`src/rtl/keypad_scanner.sv`:
```
// keypad_scanner: 4x4 keypad column scanner with press/release debounce and one-cycle key_valid.
// Define KEYPAD_MULTIKEY_REJECT_EN to ignore samples with more than one row set.
module keypad_scanner #(
  parameter int SCAN_DIV = 1000,
  parameter int DEBOUNCE_CYCLES = 50000
) (
  input  logic       clk,
  input  logic       reset,
  input  logic [3:0] row_in,
  output logic [3:0] col_out,
  output logic [3:0] key_row,
  output logic [3:0] key_col,
  output logic       key_valid,
  output logic       key_busy
);
  localparam int DW = $clog2(SCAN_DIV);
  localparam int CW = $clog2(DEBOUNCE_CYCLES);
  typedef enum logic [1:0] {SCAN, DEBOUNCE, HELD, RELEASE} state_t;
  state_t state_q, state_d;
  logic [3:0] r1_q, rs_q, cap_row_q, cap_row_d, key_row_q, key_row_d, key_col_q, key_col_d;
  logic [1:0] ci_q, ci_d;
  logic [DW-1:0] dwell_q, dwell_d;
  logic [CW-1:0] cnt_q, cnt_d;
  logic key_valid_q, key_valid_d, key_busy_q, key_busy_d;
  logic dwell_end, cnt_end, take;
  logic [3:0] row_sel;
  assign col_out = 4'b0001 << ci_q;
  assign key_row = key_row_q;
  assign key_col = key_col_q;
  assign key_valid = key_valid_q;
  assign key_busy = key_busy_q;
  assign dwell_end = dwell_q == DW'(SCAN_DIV - 1);
  assign cnt_end = cnt_q == CW'(DEBOUNCE_CYCLES - 1);
`ifdef KEYPAD_MULTIKEY_REJECT_EN
  assign take = (rs_q != 4'd0) && ((rs_q & (rs_q - 4'd1)) == 4'd0);
  assign row_sel = cap_row_q;
`else
  assign take = rs_q != 4'd0;
  assign row_sel = cap_row_q & (~cap_row_q + 4'd1);
`endif
  always_comb begin
    state_d = state_q;
    ci_d = ci_q;
    dwell_d = dwell_q;
    cnt_d = cnt_q;
    cap_row_d = cap_row_q;
    key_row_d = key_row_q;
    key_col_d = key_col_q;
    key_valid_d = 1'b0;
    key_busy_d = key_busy_q;
    case (state_q)
      SCAN:
        if (!dwell_end) dwell_d = dwell_q + DW'(1);
        else if (take) begin
          cap_row_d = rs_q;
          cnt_d = '0;
          state_d = DEBOUNCE;
        end else begin
          ci_d = ci_q + 2'd1;
          dwell_d = '0;
        end
      DEBOUNCE:
        if (rs_q != cap_row_q) begin
          state_d = SCAN;
          dwell_d = '0;
        end else if (cnt_end) begin
          state_d = HELD;
          key_row_d = row_sel;
          key_col_d = col_out;
          key_valid_d = 1'b1;
          key_busy_d = 1'b1;
        end else cnt_d = cnt_q + CW'(1);
      HELD:
        if (rs_q == 4'd0) begin
          cnt_d = '0;
          state_d = RELEASE;
        end
      RELEASE:
        if (rs_q != 4'd0) begin
          state_d = HELD;
          cnt_d = '0;
        end else if (cnt_end) begin
          state_d = SCAN;
          ci_d = ci_q + 2'd1;
          dwell_d = '0;
          key_busy_d = 1'b0;
        end else cnt_d = cnt_q + CW'(1);
      default: state_d = SCAN;
    endcase
  end
  always_ff @(posedge clk or posedge reset) begin
    if (reset) begin
      r1_q <= '0;
      rs_q <= '0;
      state_q <= SCAN;
      ci_q <= '0;
      dwell_q <= '0;
      cnt_q <= '0;
      cap_row_q <= '0;
      key_row_q <= '0;
      key_col_q <= '0;
      key_valid_q <= 1'b0;
      key_busy_q <= 1'b0;
    end else begin
      r1_q <= row_in;
      rs_q <= r1_q;
      state_q <= state_d;
      ci_q <= ci_d;
      dwell_q <= dwell_d;
      cnt_q <= cnt_d;
      cap_row_q <= cap_row_d;
      key_row_q <= key_row_d;
      key_col_q <= key_col_d;
      key_valid_q <= key_valid_d;
      key_busy_q <= key_busy_d;
    end
  end
endmodule

```
`config.mk`:
```
export PLATFORM = sky130hd
export DESIGN_NAME = keypad_scanner
export DESIGN_NICKNAME = d
export VERILOG_FILES = /design/src/rtl/keypad_scanner.sv
export SDC_FILE = /design/constraint.sdc
export NUM_CORES = 1
export LEC_CHECK = 0
export CAP_MARGIN = 20
export CELL_PAD_IN_SITES_DETAIL_PLACEMENT = 1
export CELL_PAD_IN_SITES_GLOBAL_PLACEMENT = 2
export CORE_MARGIN = 2
export CORE_UTILIZATION = 34
export CTS_CLUSTER_DIAMETER = 40
export CTS_CLUSTER_SIZE = 30
export DETAILED_ROUTE_END_ITERATION = 8
export PLACE_DENSITY_LB_ADDON = 0.08
export SETUP_SLACK_MARGIN = 0.2
export SYNTH_ARGS = -nofsm -noshare
export SYNTH_HDL_FRONTEND = slang
export SYNTH_SLANG_ARGS = --single-unit
```
`constraint.sdc`:
```
create_clock -name clk -period 2.3 [get_ports clk]
set_clock_uncertainty 0.2 [all_clocks]
set_input_delay 0.23 -clock clk [delete_from_list [all_inputs] [get_ports clk]]
set_output_delay 0.23 -clock clk [all_outputs]
set_load 0.02 [all_outputs]
```
======== Yosys cells after proc, flatten, opt, wreduce, memory -nomap -nowiden ========
Index checks and enable logic that the tools add are counted.
operators by class
  add/subtract/negate cells ............... 4
  bitwise logic cells ..................... 3
  muxes and demuxes ....................... 34
  equality and inequality tests ........... 18
  reductions and logical operators ........ 13
  shifts and indexed selects .............. 1
operators with widths
  cell                   count
  $mux 16                6
  $pmux 16 s4            1
  $mux 10                5
  $pmux 10 s3            1
  $mux 2                 11
  $reduce_and 5->1       4
  $ne 2x2->1 const B     9
  $add 16x1->16 const B  1
  $eq 16x16->1 const B   1
  $add 10x1->10 const B  1
  $eq 10x10->1 const B   1
  $ne 3x3->1 const B     3
  $pmux 2 s4             1
  $mux 1                 7
  $reduce_and 3->1       2
  $add 4x1->4 const B    1
  $and 4x4->4            1
  $eq 2x2->1 const B     2
  $logic_not 4->1        1
  $ne 4x4->1             1
  $not 4->4              1
  $pmux 2 s2             1
  $reduce_and 4->1       1
  $reduce_bool 2->1      2
  8 further kinds        8
word-level totals
  register bits ........................... 52
  output and inout bits ................... 14
  input bits .............................. 6

======== Logic depth before layout (Yosys ltp) ========
  word-level depth ........................ 4
  gate-level depth with buffers ........... 7

======== Worst setup path after synthesis ========
No wires, ideal clock.
  path type ............................... flip-flop to flip-flop
  start ................................... reg rs_q[0]
  end ..................................... reg dwell_q[4]
  library setup time ...................... 0.126 ns
  arrival ................................. 1.846 ns
  clock period less this slack ............ 2.172 ns
  path slack .............................. 0.128 ns
  buffers on the path ..................... 1
  required time ........................... 1.974 ns
  cell stages (with the launch flop) ...... 7
  path through ............................ dfrtp_1 -> or4_4 -> nor2_2 -> nand3_1 -> and3_1 -> buf_2 -> a221o_1
between the ends
  longest elaborated chain between the ends .. 3
  elaborated cells between the ends (all ways) .. 6
  those cells by class .................... eq/ne (4); reduce/logical (2)
ends and longest elaborated chain
  item                                                              RTL line    source
  start: declaration                                                20          logic [3:0] r1_q, rs_q, cap_row_q, cap_row_d, key_row_q, key_row_d, key_col_q, key_col_d;
  start signal: assignment                                          106         rs_q <= r1_q;
  $ne 4x4->1 / $reduce_bool 4->1 (equally long branches)            63, 38, 79
  $ne 2x2->1 (no source line) / $ne 3x3->1 (equally long branches)  --
  $reduce_and 5->1 (no source line) *                               --
  end signal: assignment                                            109         dwell_q <= dwell_d;
  end: declaration                                                  22          logic [DW-1:0] dwell_q, dwell_d;
Mark *: on every way between the ends. The rest lies on a longest branch, timed or not.
A chain may end at the register's enable or synchronous reset.

======== Worst setup path in the final report ========
  start ................................... reg rs_q[3]
  end ..................................... reg cnt_q[11]
between the ends
  longest elaborated chain between the ends .. 3
  elaborated cells between the ends (all ways) .. 9
  those cells by class .................... eq/ne (4); mux (2); reduce/logical (3)
ends and longest elaborated chain
  item                                                                     RTL line  source
  $ne 4x4->1 (tied with other cells)                                       63        if (rs_q != cap_row_q) begin
  $ne 2x2->1 (no source line) / $mux 16 (equally long branches)            --
  $reduce_and 4->1 (no source line) / $pmux 16 s4 (equally long branches)  --
  end signal: assignment                                                   110       cnt_q <= cnt_d;
  end: declaration                                                         23        logic [CW-1:0] cnt_q, cnt_d;
Parallel ways exist; a longest one is shown, timed or not.

==> parameters.txt <==
Parameter                              Value

Layout
  Multi-input gate area    1410 um2
  Sequential cell area    1300 um2
  Filler cell count    849
  Share of final-layout standard cells stronger than drive strength 1    28.1%
  Number of nets in the finished design    328
  Final antenna diode count    0
  Area growth from synthesis to final layout    33.8%

Floorplanning
  Die Outline Area    8440 um2
  Initial Util    34.5%
  Number of core rows    32
  I/O pin count    20
  Die extent in y    91.9 um
  Core outline area    7610 um2
  Die X-Extent    91.9 um

Clock tree
  Clock slew seen by the registers of the worst setup and hold paths    0.11 ns
  Skew-Pair Late Insertion Delay    0.32 ns
  Number of buffers created by CTS    5
  Clock tree root driver cell    sky130_fd_sc_hd__clkbuf_8
  H-tree Lvls    2
  Number of clock sinks    52
  CTS tree    yes
  Deepest clock path buffer count    2

Place
  Final estimated routing congestion in global placement    0.778
  Port bufs    19
  HPWL after DPL    4.99 mm

Synthesis
  Netlist Area Pre-Place    2630 um2
  Sequential cell area fraction in the yosys report    49.6%
  Avg Synthesized Cell Area    10.3 um2
  Count of synthesis-stage warnings from yosys    0
  #FFs+latches synth    52
  Library cells used by synthesis    48
  Net count after synthesis    267
  Synthesized instance count    255
  Fraction of synthesis flops using an asynchronous set or reset pin    100%
  Number of enable-type register cells in the synthesized netlist    0
  Most used DFF post-synth    sky130_fd_sc_hd__dfrtp_1

Route
  Via count    2203
  Routed WL per cell    16.9 um
  Drt drc    0
  Number of detailed-routing iterations run before antenna repair    4
  WL final    7.10 mm
  Routed vias/inst    5.26
  Antenna Nets Post-Route    0
  Violation count after the first detailed-routing iteration    64

Timing
  Actual transition at the worst max-transition pin    0.638 ns
  Max Clk Rate    452 MHz
  Final Hold Vio Count    0
  Worst slew slack as a fraction of its limit    57.0%
  Final setup violation count    0
  Final Critical Period    2.21 ns
  Setup repair after global routing missed its margin    yes
  Total Neg Setup Slack    0 ns
  Final number of max-transition violations    0
  Final worst-path cycle share    96.2%
  Worst hold margin    0.0951 ns

Hold path
  Hold WC Path Type    input port to asynchronous set/reset pin

Critical path
  Depth of the most critical reg-to-reg path    5
  Crit path arrival time    2.26 ns
  Data required time at the worst endpoint    2.35 ns
  Kind of start point of the critical path    flip-flop
  Class of the most critical setup path    flip-flop to flip-flop
  Kind of end point of the critical path    flip-flop
  CP Max Fanout    6

Pwr
  Leakage component of the power    0.00158 uW
  Maximum VDD drop    196 uV
  Power density normalized to cell area    437 nW/um2

Global routing
  Pin count of the biggest net entering global routing    28
  GR Overflow Total    0
  All-layer global routing usage    17.9%
  Number of antenna violations at the first check in global routing    0
  Wire length of the first global-routing pass    12.0 mm
  Vias in the first global route    2325

Flow run
  Max-cap viol count    0

Status
  Run status    finished clean
## through the flow
step | total power, uW | util [%] | setup slack (ns) | cells | cell area, um2
2_1_floorplan | 963 | - | 0.189 | 255 | 2650
3_3_place_gp | 985 | 41.8 | 0.0819 | 398 | 3180
5_1_grt | 1600 | 46.2 | 0.00305 | 419 | 3510
3_5_place_dp | 986 | 41.8 | 0.0485 | 398 | 3180
4_1_cts | 1560 | 44.9 | 0.0949 | 413 | 3410
6_report | 1540 | 46.2 | 0.0883 | 419 | 3510
## kinds of logic (layout without fill, tap and decap cells)
| group | after synthesis | in the layout | share of synthesized area [%] |
|---|---|---|---|
| compound gates | 54 | 54 | 14.8 |
| simple gates | 103 | 104 | 21.8 |
| fa+ha+maj | 6 | 6 | 2.86 |
| flops | 52 | 52 | 49.6 |
| mux | 10 | 10 | 4.19 |
| buf+inv | 18 | 79 | 2.76 |
| xor+xnor | 12 | 12 | 4.00 |
## cells in the final DEF (no fill, tap or decap), types with 6 or more instances in the layout
master and n:
sky130_fd_sc_hd__clkdlybuf4s50_1 16, sky130_fd_sc_hd__nand2_1 11, sky130_fd_sc_hd__and3_1 8, sky130_fd_sc_hd__nor3_1 7, sky130_fd_sc_hd__nand4_1 7, sky130_fd_sc_hd__xor2_1 9
sky130_fd_sc_hd__inv_1 8, sky130_fd_sc_hd__ha_1 6, sky130_fd_sc_hd__dfrtp_1 52, sky130_fd_sc_hd__nor2_1 21, sky130_fd_sc_hd__mux2_2 7, sky130_fd_sc_hd__o21ai_0 12
sky130_fd_sc_hd__buf_4 40, sky130_fd_sc_hd__nand3_1 13
## cells in the mapped netlist, drive strengths merged, types with 3 or more instances
| cell | instances | area share [%] |
|---|---|---|
| nand3 | 15 | 2.9 |
| nand2 | 11 | 1.6 |
| and4 | 3 | 1.1 |
| xor2 | 11 | 3.7 |
| o21ai | 17 | 3.2 |
| a211o | 4 | 1.3 |
| mux2 | 8 | 3.4 |
| o2111ai | 3 | 1.0 |
| dfrtp | 52 | 50 |
| ha | 6 | 2.9 |
| nand4 | 7 | 1.7 |
| and3 | 10 | 2.4 |
| nor4 | 4 | 0.95 |
| o211ai | 6 | 1.9 |
| nor3 | 7 | 1.3 |
| a22o | 3 | 1.0 |
| a21o | 3 | 0.86 |
| clkbuf | 5 | 0.72 |
| or3 | 5 | 1.2 |
| and2 | 4 | 0.95 |
| nor4b | 5 | 1.7 |
| a21oi | 7 | 1.3 |
| inv | 9 | 1.3 |
| nor2 | 22 | 3.2 |
| buf | 4 | 0.76 |
## per-layer routing
metal  global-route usage, %  vias up  share of wire (%)
met2                    31.5       24                 50
met1                    23.2     1107                 47
li1                        -     1063                  -
met4                    5.22        0                1.4
met5                       0        -                  0
met3                    2.22        9                1.6
## power by group
part | total (uW) | switching [uW] | internal [uW]
combinational | 42.8 | 26.9 | 15.9
sequential | 927 | 6.09 | 921
clock | 567 | 342 | 224
## worst max-delay path: stages (launching register included)
cell and delay (ns):
sky130_fd_sc_hd__dfrtp_1 0.44, sky130_fd_sc_hd__or4_4 0.62, sky130_fd_sc_hd__and4_4 0.21, sky130_fd_sc_hd__o21a_1 0.19
sky130_fd_sc_hd__or4_1 0.39, sky130_fd_sc_hd__nand2_1 0.08
## sequential cells by signal, summed over array words and instances (netlist names), 4 cells and up
| name | cells |
|---|---|
| key_col | 4 |
| cap_row_q | 4 |
| rs_q | 4 |
| key_row | 4 |
| cnt_q | 16 |
| r1_q | 4 |
| dwell_q | 10 |
## final timing paths
| kind | slack, ns | start | end |
|---|---|---|---|
| worst max-delay path | 0.09 | rs_q[3] | cnt_q[11] |
| worst min-delay path | 0.1 | reset | key_col[2] |
| worst max register to register | 0.09 | rs_q[3] | cnt_q[11] |
| worst min register to register | 0.15 | r1_q[1] | rs_q[1] |
| max in group asynchronous | 1.26 | reset | r1_q[1] |
| min in group clk | 0.14 | row_in[3] | r1_q[3] |
## layout make-up
cell class,count,area share (%)
inverter,9,0.962
timing repair buffer,62,15.4
multi-input combinational,186,40.2
clock inverter,3,0.783
tap,102,3.63
clock buffer,5,1.96
sequential,52,37.0
## what timing repair did
| action | CTS | global route |
|---|---|---|
| pin swaps | 19 | 15 |
| cloned | 1 | 0 |
| resized for setup | 15 | 16 |
| hold buffers | 0 | 0 |
| endpoints found under the setup margin | 29 | 36 |
| buffers inserted | 6 | 6 |
(Power assumes the default switching activity.)
